<file path="config.mk">
export PLATFORM = sky130hd
export DESIGN_NAME = imem_loader_flat
export DESIGN_NICKNAME = d
export VERILOG_FILES = /design/src/rtl/imem_loader_if.sv /design/src/rtl/imem_loader.sv /design/src/flat_wrapper.sv
export SDC_FILE = /design/constraint.sdc
export NUM_CORES = 1
export LEC_CHECK = 0
export BUFFER_PORTS_ARGS = -buffer_cell sky130_fd_sc_hd__buf_2
export CAP_MARGIN = 20
export CORE_MARGIN = 4
export CORE_UTILIZATION = 50
export CTS_CLUSTER_DIAMETER = 100
export DETAILED_ROUTE_END_ITERATION = 12
export PLACE_DENSITY_LB_ADDON = 0.25
export SETUP_SLACK_MARGIN = 0.02
export SYNTH_ARGS = -nofsm -noshare
export SYNTH_HDL_FRONTEND = slang
export SYNTH_SLANG_ARGS = --single-unit
</file>
<file path="constraint.sdc">
create_clock -name clk -period 8.15 [get_ports clk]
set_input_delay 1.63 -clock clk [delete_from_list [all_inputs] [get_ports clk]]
set_output_delay 1.63 -clock clk [all_outputs]
set_load 0.05 [all_outputs]
</file>
<file path="src/rtl/imem_loader_if.sv">
// imem_loader_if: instruction-field stream in, instruction-memory write out.
// master = field source / memory side, slave = the loader.
interface imem_loader_if #(
    parameter int ADDR_W = 32
);
    logic              in_valid;
    logic              in_ready;
    logic [5:0]        op;
    logic [5:0]        funct;
    logic [4:0]        rs;
    logic [4:0]        rt;
    logic [4:0]        rd;
    logic [4:0]        shamt;
    logic [15:0]       imm;
    logic [25:0]       target;
    logic              mem_we;
    logic [ADDR_W-1:0] mem_addr;
    logic [31:0]       mem_wdata;

    modport master (
        output in_valid, op, funct, rs, rt, rd, shamt, imm, target,
        input  in_ready, mem_we, mem_addr, mem_wdata
    );

    modport slave (
        input  in_valid, op, funct, rs, rt, rd, shamt, imm, target,
        output in_ready, mem_we, mem_addr, mem_wdata
    );
endinterface

</file>
<file path="src/rtl/imem_loader.sv">
// imem_loader: packs decoded MIPS fields into words, writes them to imem.
// Ports: clk, reset (async high), start/base_addr/len/abort control,
// bus (stream in + mem write out), busy/done/count/err/err_addr status.
module imem_loader #(
    parameter int ADDR_W = 32,
    parameter int LEN_W  = 16
) (
    input  logic              clk,
    input  logic              reset,
    input  logic              start,
    input  logic [ADDR_W-1:0] base_addr,
    input  logic [LEN_W-1:0]  len,
    input  logic              abort,
    imem_loader_if.slave      bus,
    output logic              busy,
    output logic              done,
    output logic [LEN_W-1:0]  count,
    output logic              err,
    output logic [ADDR_W-1:0] err_addr
);

    typedef enum logic [1:0] {
        S_IDLE = 2'd0,
        S_RUN  = 2'd1,
        S_DONE = 2'd2
    } state_t;

    state_t            state_q, state_d;
    logic [ADDR_W-1:0] ptr_q, ptr_d;
    logic [LEN_W-1:0]  len_q, len_d;
    logic [LEN_W-1:0]  acc_q, acc_d;
    logic [LEN_W-1:0]  count_q, count_d;
    logic              we_q, we_d;
    logic [ADDR_W-1:0] addr_q, addr_d;
    logic [31:0]       wdata_q, wdata_d;
    logic              err_q, err_d;
    logic [ADDR_W-1:0] err_addr_q, err_addr_d;

    logic              ready;
    logic              xfer;
    logic              load;
    logic              op_ill;
    logic [31:0]       word;

    // State register
    always_ff @(posedge clk or posedge reset) begin
        if (reset) begin
            state_q <= S_IDLE;
        end else begin
            state_q <= state_d;
        end
    end

    // Next state; RUN ends on the edge closing the last write cycle
    always_comb begin
        state_d = state_q;
        if (abort) begin
            state_d = S_IDLE;
        end else begin
            unique case (state_q)
                S_IDLE: begin
                    if (start) begin
                        state_d = (len == '0) ? S_DONE : S_RUN;
                    end
                end
                S_RUN: begin
                    if (we_q && (acc_q == len_q)) begin
                        state_d = S_DONE;
                    end
                end
                S_DONE:  state_d = S_IDLE;
                default: state_d = S_IDLE;
            endcase
        end
    end

    // FSM outputs
    always_comb begin
        busy  = (state_q == S_RUN);
        done  = (state_q == S_DONE);
        ready = (state_q == S_RUN) && (acc_q < len_q) && !abort;
    end

    assign xfer = bus.in_valid && ready;
    assign load = start && (state_q == S_IDLE) && !abort;

    // Encoder: only opcodes the main decoder understands survive
    always_comb begin
        op_ill = 1'b0;
        word   = 32'h0;
        case (bus.op) inside
            6'h00: begin
                word = {bus.op, bus.rs, bus.rt, bus.rd,
                        bus.shamt, bus.funct};
            end
            6'h02, 6'h03: begin
                word = {bus.op, bus.target};
            end
            6'h01, [6'h04:6'h0F], 6'h23, 6'h2B: begin
                word = {bus.op, bus.rs, bus.rt, bus.imm};
            end
            default: begin
                op_ill = 1'b1;
                word   = 32'h0;
            end
        endcase
    end

    always_comb begin
        ptr_d      = ptr_q;
        len_d      = len_q;
        acc_d      = acc_q;
        count_d    = count_q;
        we_d       = xfer;
        addr_d     = addr_q;
        wdata_d    = wdata_q;
        err_d      = err_q;
        err_addr_d = err_addr_q;
        if (load) begin
            ptr_d      = {base_addr[ADDR_W-1:2], 2'b00};
            len_d      = len;
            acc_d      = '0;
            count_d    = '0;
            err_d      = 1'b0;
            err_addr_d = '0;
        end else if (xfer) begin
            // count tracks mem_we pulses, which follow transfers 1:1
            ptr_d   = ptr_q + ADDR_W'(4);
            acc_d   = acc_q + LEN_W'(1);
            count_d = count_q + LEN_W'(1);
            addr_d  = ptr_q;
            wdata_d = word;
            if (op_ill) begin
                err_d = 1'b1;
                if (!err_q) begin
                    err_addr_d = ptr_q;
                end
            end
        end
    end

    always_ff @(posedge clk or posedge reset) begin
        if (reset) begin
            ptr_q      <= '0;
            len_q      <= '0;
            acc_q      <= '0;
            count_q    <= '0;
            we_q       <= 1'b0;
            addr_q     <= '0;
            wdata_q    <= '0;
            err_q      <= 1'b0;
            err_addr_q <= '0;
        end else begin
            ptr_q      <= ptr_d;
            len_q      <= len_d;
            acc_q      <= acc_d;
            count_q    <= count_d;
            we_q       <= we_d;
            addr_q     <= addr_d;
            wdata_q    <= wdata_d;
            err_q      <= err_d;
            err_addr_q <= err_addr_d;
        end
    end

    assign bus.in_ready  = ready;
    assign bus.mem_we    = we_q;
    assign bus.mem_addr  = addr_q;
    assign bus.mem_wdata = wdata_q;
    assign count         = count_q;
    assign err           = err_q;
    assign err_addr      = err_addr_q;

endmodule

</file>
<file path="src/flat_wrapper.sv">
// flat-port wrapper written by rule: the top's interface ports become plain ports
module imem_loader_flat 
#(
    parameter int ADDR_W = 32,
    parameter int LEN_W  = 16
)
  (clk, reset, start, base_addr, len, abort, busy, done, count, err, err_addr, bus_in_valid, bus_op, bus_funct, bus_rs, bus_rt, bus_rd, bus_shamt, bus_imm, bus_target, bus_in_ready, bus_mem_we, bus_mem_addr, bus_mem_wdata);
  imem_loader_if #(.ADDR_W(ADDR_W)) bus_i ();
  input  logic clk;
  input  logic reset;
  input  logic start;
  input  logic [ADDR_W-1:0] base_addr;
  input  logic [LEN_W-1:0] len;
  input  logic abort;
  output logic busy;
  output logic done;
  output logic [LEN_W-1:0] count;
  output logic err;
  output logic [ADDR_W-1:0] err_addr;
  input wire logic [$bits(bus_i.in_valid)-1:0] bus_in_valid;
  input wire logic [$bits(bus_i.op)-1:0] bus_op;
  input wire logic [$bits(bus_i.funct)-1:0] bus_funct;
  input wire logic [$bits(bus_i.rs)-1:0] bus_rs;
  input wire logic [$bits(bus_i.rt)-1:0] bus_rt;
  input wire logic [$bits(bus_i.rd)-1:0] bus_rd;
  input wire logic [$bits(bus_i.shamt)-1:0] bus_shamt;
  input wire logic [$bits(bus_i.imm)-1:0] bus_imm;
  input wire logic [$bits(bus_i.target)-1:0] bus_target;
  output wire logic [$bits(bus_i.in_ready)-1:0] bus_in_ready;
  output wire logic [$bits(bus_i.mem_we)-1:0] bus_mem_we;
  output wire logic [$bits(bus_i.mem_addr)-1:0] bus_mem_addr;
  output wire logic [$bits(bus_i.mem_wdata)-1:0] bus_mem_wdata;
  assign bus_i.in_valid = bus_in_valid;
  assign bus_i.op = bus_op;
  assign bus_i.funct = bus_funct;
  assign bus_i.rs = bus_rs;
  assign bus_i.rt = bus_rt;
  assign bus_i.rd = bus_rd;
  assign bus_i.shamt = bus_shamt;
  assign bus_i.imm = bus_imm;
  assign bus_i.target = bus_target;
  assign bus_in_ready = bus_i.in_ready;
  assign bus_mem_we = bus_i.mem_we;
  assign bus_mem_addr = bus_i.mem_addr;
  assign bus_mem_wdata = bus_i.mem_wdata;
  imem_loader #(.ADDR_W(ADDR_W), .LEN_W(LEN_W)) u_core (.clk(clk), .reset(reset), .start(start), .base_addr(base_addr), .len(len), .abort(abort), .bus(bus_i), .busy(busy), .done(done), .count(count), .err(err), .err_addr(err_addr));
endmodule
</file>
==> results of run 1 <==
cell families (layout without fill, tap and decap cells):
| logic type | count (synthesis) | in the layout |
|---|---|---|
| and+or+nand+nor | 449 | 449 |
| AOI/OAI and AO/OA | 207 | 207 |
| DFF | 175 | 175 |
| buffers and inverters | 95 | 308 |
| muxes | 20 | 20 |
| adders and majority gates | 19 | 19 |
| xor gates and xnor gates | 7 | 7 |
| other | 1 | 5 |
Yosys cell counts (5+ instances only):
cell type / count / area share (%)
nand2_1: 264 / 11
dfrtp_1: 175 / 50
o21ai_0: 94 / 5.4
nand3_1: 58 / 3.3
clkbuf_1: 37 / 1.6
inv_1: 28 / 1.2
a21oi_1: 26 / 1.5
o31ai_1: 26 / 2.3
nor2_1: 24 / 1.0
buf_2: 20 / 1.2
ha_1: 19 / 2.7
mux2i_1: 19 / 2.2
nor4_1: 18 / 1.3
a222oi_1: 16 / 1.8
or4_1: 16 / 1.4
nand4_1: 13 / 0.94
nor3_1: 11 / 0.63
and3_1: 9 / 0.65
o31a_1: 7 / 0.71
or3_1: 7 / 0.50
xnor2_1: 7 / 0.71
a31oi_1: 6 / 0.43
o21a_1: 6 / 0.52
buf_1: 5 / 0.22
power groups by stage:
stage               logic [W]  registers, W  clock network, W
floorplan            0.000210       0.00136                 0
global placement     0.000651       0.00110                 0
detailed placement   0.000666       0.00111                 0
CTS                  0.000667       0.00109          0.000851
global route         0.000719       0.00111          0.000889
finish               0.000663       0.00109          0.000844
final cells by class:
class | instances | area, um^2
sequential | 175 | 4380
inverter | 29 | 114
clock buffer | 22 | 484
multi-input combinational | 704 | 3930
clock inverter | 10 | 128
fill | 1447 | 6230
timing repair buffer | 247 | 1280
antenna | 3 | 7.51
tap | 220 | 275
worst paths after layout:
| check | start | end | slack, ns | depth (start not counted) |
|---|---|---|---|---|
| setup / recovery | abort | bus_in_ready | 3.71 | 6 |
| hold / removal | u_core.bus.mem_addr[28] | u_core.bus.mem_addr[28] | 0.47 | 2 |
| setup reg to reg | u_core.acc_q[13] | u_core.ptr_q[9] | 4.33 | 9 |
| hold reg to reg | u_core.bus.mem_addr[28] | u_core.bus.mem_addr[28] | 0.47 | 2 |
| max in group asynchronous | reset | u_core.acc_q[3] | 5.51 | 4 |
| min in group asynchronous | reset | u_core.bus.mem_wdata[30] | 1.36 | 2 |
metrics by stage:
step / area [um^2] / power (W) / setup WS [ns]
2_1_floorplan: 8680 / 0.00157 / 1.77
3_3_place_gp: 9940 / 0.00176 / 3.72
3_5_place_dp: 9940 / 0.00177 / 3.66
4_1_cts: 10600 / 0.00261 / 3.72
5_1_grt: 10600 / 0.00272 / 3.67
6_report: 10600 / 0.00260 / 3.71
critical path, cell delays in order:
cell       delay [ns]
buf_2            0.11
nor2_1           0.25
o2111ai_2        0.24
a21oi_1          0.15
and3_1           0.17
buf_2            0.26
metal layers:
| metal | global-route usage [%] | vias to the layer above | wire length [um] |
|---|---|---|---|
| met5 | 0 | - | 0 |
| met4 | 7.14 | 0 | 353 |
| met3 | 7.24 | 25 | 2040 |
| met2 | 40.0 | 304 | 11600 |
| met1 | 34.6 | 3871 | 10900 |
| li1 | - | 3836 | - |
state kept, by name, summed over array words and instances (netlist names):
| register | count |
|---|---|
| u_core.err_addr | 31 |
| u_core.len_q | 16 |
| u_core.ptr_q | 30 |
| u_core.bus.mem_we | 1 |
| u_core.bus.mem_wdata | 32 |
| u_core.state_q | 2 |
| u_core.acc_q | 16 |
| u_core.bus.mem_addr | 30 |
| u_core.count | 16 |
| u_core.err | 1 |
==> impl_metrics.tcl, run 1 <==
set metrics [dict create \
    layout-drive-gt1-share_pct 24.5 \
    num_io_pins 244 \
    ys_warn_count 0 \
    drt_iter0_drc 881 \
    fin_crit_sh_pct 54.5 \
    synth_cell_types 58 \
    synth_fa_ha_area_share_pct 2.74 \
    setup_tns_ns 0 \
    wl_per_cell_um 17.7 \
    required_ns 6.52 \
    switching_share_pct 36.7 \
    grtUsageTotal_pct 25.4 \
    hold_viol 0 \
    synth_top_family_by_area "simple AND/OR/NAND/NOR gates" \
    worst_pin_slew_ns 1.11 \
    cts_hold_buf 0 \
    viasPerCell 5.70 \
    synth-xor-area-share_pct 0.707 \
    max-cap-violations 0 \
    cp-end-kind "output port" \
    switchingPower_w 0.000955 \
    grt_remaining_overflow 0 \
    synth.area.mux_share_pct 2.32 \
    grt_pass1_wl_um 40400 \
    synth-edff-count 0 \
    synth-seq-cells 175 \
    cts_setup_buffers 0 \
    worst_setup_path_start_kind "input port" \
    grt_pass1_vias 7782 \
    start_util_pct 51.6 \
    mostFrequentLayoutCells "nand2_1 (263), buf_2 (239), dfrtp_1 (175)" \
    max_freq_mhz 225 \
    layout.nets 1320 \
    async_flop_share_pct 100 \
    final_cell_count_no_fill 1410 \
    leakage_nw 5.15 \
    gp_congestion 0.839 \
    p_seq_share_pct 42.1 \
    critPathMaxFanout 3 \
    drc 0 \
    syn_inst 973 \
    setup_viol 0 \
    core_area_um2 16800 \
    grt_max_degree 107 \
    p_clk_share_pct 32.4 \
    hold_class "reg -> reg" \
    root_buffer "clkbuf_16" \
    fp.dieArea_um2 19500 \
    hold_ws_ns 0.472 \
    drt_wl_total_um 24900 \
    fin_skew_ns 0.0179 \
    antenna_found_initial 2 \
    rows 47 \
    cts_made_buffers 17 \
    critPathKind "in -> out" \
    syn_area_per_cell_um2 8.91 \
    max_slew_margin_pct 25.9 \
    worstPathArrival_ns 2.81 \
    cts_tree "yes" \
    clk_latency_ns 0.43 \
    max-vdd-ir-drop_mv 0.150 \
    yosys.area_share.simple_pct 23.8 \
    p_per_area_nw_per_um2 246 \
    synth-compound-area-share_pct 15.3 \
    seq_area_frac_synth_pct 50.5 \
    finish.utilization_pct 63.0 \
    place_inst 1374 \
    die_x_um 140 \
    layout_commonest_cell "nand2_1" \
    die_h_um 140 \
    postRouteAntennaNets 0 \
    cts-resized-gates 0 \
    status "complete, no violations" \
    place_hpwl_um 17100 \
    syn2layout_area_growth_pct 22.1 \
    cts.clk_slew.worst_paths_ns 0.06 \
    intPower_w 0.00165 \
    h-tree-depth 4 \
    syn_area_um2 8670 \
    min_period_ns 4.44 \
    rsz0062_at_grt "no" \
    clock-sinks 175 \
    port_buffers 239 \
    comb_power_share_pct 25.5 \
    vias 8036 \
    synthFlopType "dfrtp_1" \
    cts_max_path_buffers 2 \
    slew_viol_final 0 \
    drt_pre_antenna_iters 6 \
]
(Power assumes the default switching activity.)
==> run 2, diff against run 1 <==
--- a/config.mk
+++ b/config.mk
@@ -8,7 +8,7 @@
 export BUFFER_PORTS_ARGS = -buffer_cell sky130_fd_sc_hd__buf_2
 export CAP_MARGIN = 20
 export CORE_MARGIN = 4
-export CORE_UTILIZATION = 50
+export CORE_UTILIZATION = 48
 export CTS_CLUSTER_DIAMETER = 100
 export DETAILED_ROUTE_END_ITERATION = 12
 export PLACE_DENSITY_LB_ADDON = 0.25
==> constraint.sdc (replaced) <==
create_clock -name clk -period 3.7 [get_ports clk]
set_input_delay 0.74 -clock clk [delete_from_list [all_inputs] [get_ports clk]]
set_output_delay 0.74 -clock clk [all_outputs]
set_load 0.05 [all_outputs]
==> run 2 against run 1 <==
- die area up 3.9%
- non-clock buffer count rose by 11
- clock-buffer cell count shrank 5
- via count down 0.88%
- wire length decreased by 0.76%
- flip-flop and latch count unchanged
- register-to-register slack lost 3.4 ns
- final cell count up 0.99%
- worst hold slack lost 0.049 ns
==> impl_metrics.tcl, run 2 (synthesis gave the netlist of run 1 again) <==
set metrics [dict create \
    postRouteAntennaNets 0 \
    setup_viol 0 \
    grt_max_degree 80 \
    max_slew_margin_pct 49.3 \
    viasPerCell 5.59 \
    critPathMaxStageDelay_ns 0.45 \
    layout.nets 1331 \
    max-vdd-ir-drop_mv 0.348 \
    critPathKind "reg -> out" \
    rsz0062_at_grt "no" \
    required_ns 2.96 \
    grt_pass1_wl_um 40100 \
    cts.clk_slew.worst_paths_ns 0.07 \
    worst_setup_path_start_kind "flip-flop" \
    path_cells "ha_1, nand4_1, nor4_2, o21ai_1, and3_1, buf_2" \
    max_freq_mhz 311 \
    gp_congestion 0.841 \
    layout_commonest_cell "nand2_1" \
    cp-end-kind "output port" \
    max-cap-violations 0 \
    drc 0 \
    wl_per_cell_um 17.3 \
    place_inst 1391 \
    crit_buf_inv 1 \
    start_util_pct 49.6 \
    num_io_pins 244 \
    place_hpwl_um 18000 \
    min_period_ns 3.22 \
    die_h_um 142 \
    clk_latency_ns 0.44 \
    antenna_found_initial 2 \
    p_per_area_nw_per_um2 532 \
    die_x_um 142 \
    leakage_nw 5.20 \
    cts_made_buffers 17 \
    mostFrequentLayoutCells "nand2_1 (263), buf_2 (239), dfrtp_1 (175)" \
    ff2ff_path_depth 8 \
    cts-resized-gates 0 \
    hold_viol 0 \
    syn2layout_area_growth_pct 23.3 \
    slew_viol_final 0 \
    rows 48 \
    worstPathArrival_ns 2.48 \
    worst_pin_slew_ns 0.760 \
    h-tree-depth 4 \
    fin_crit_sh_pct 86.9 \
    largest_reg_flops 32 \
    setup_tns_ns 0 \
    vias 7965 \
    finish.utilization_pct 61.2 \
    cpMaxStageDelayCell "dfrtp_1" \
    cts_setup_buffers 0 \
    grt_remaining_overflow 0 \
    fp.dieArea_um2 20300 \
    worstSetupPathDepth 6 \
    cpLargestDelayFamily "simple AND/OR/NAND/NOR gates" \
    fin_skew_ns 0.0147 \
    power_w 0.00570 \
    drt_iter0_drc 577 \
    drt_pre_antenna_iters 8 \
    layout-drive-gt1-share_pct 25.3 \
    cts_hold_buf 0 \
    hold_class "in -> async" \
    grtUsageTotal_pct 24.7 \
    root_buffer "clkbuf_16" \
    cts_tree "yes" \
    drt_wl_total_um 24700 \
    final_cell_count_no_fill 1424 \
    port_buffers 239 \
    status "complete, no violations" \
    core_area_um2 17500 \
    critPathMaxFanout 5 \
    grt_pass1_vias 7886 \
    cts_max_path_buffers 2 \
    clock-sinks 175 \
]
-- run 2: area by class of cell --
class	instances	area (um^2)
fillers	1520	6780
repair buffers	258	1400
inverters	29	113
clock buffers	17	425
well taps	225	282
multi-input cells	704	3930
clock inverters	15	169
diodes	1	2.50
flip-flops and latches	175	4380
-- run 2: final timing paths --
check                                        startpoint                       to  slack [ns]
worst max-delay path                    u_core.acc_q[9]             bus_in_ready        0.48
worst min-delay path                              reset      u_core.err_addr[25]        0.42
worst max register to register          u_core.acc_q[9]         u_core.ptr_q[29]        0.96
worst min register to register  u_core.bus.mem_addr[23]  u_core.bus.mem_addr[23]        0.48
max in group asynchronous                         reset         u_core.len_q[15]        2.85
min in group clk                u_core.bus.mem_addr[23]  u_core.bus.mem_addr[23]        0.48
-- run 2: per-stage QoR --
step                      area (um^2)  hold WS [ns]  worst slack, ns
final                           10700         0.423            0.483
after global routing            10700         0.456            0.336
after CTS                       10700         0.439            0.470
after detailed placement        10100         0.457            0.745
after global placement          10100         0.447            0.799
after floorplan                  8680         0.450            0.721
-- run 2: where the power goes --
| part | switching (W) | leakage, nW | internal, W |
|---|---|---|---|
| sequential | 0.000231 | 2.30 | 0.00218 |
| clock | 0.000857 | 0.283 | 0.000965 |
| combinational | 0.00108 | 2.62 | 0.000381 |
-- run 2: layer usage --
| layer | track usage (%) | share of wire, % | vias up |
|---|---|---|---|
| met1 | 32.4 | 42 | 3770 |
| met2 | 40.5 | 48 | 291 |
| met3 | 6.92 | 8.2 | 28 |
| li1 | - | - | 3874 |
| met5 | 0 | 0.053 | - |
| met4 | 7.05 | 1.6 | 2 |
-- run 2: tightest hold or removal path, cell delays in order --
cell	delay, ns
buf_2	0.11
clkinvlp_4	0.11
buf_12	0.29
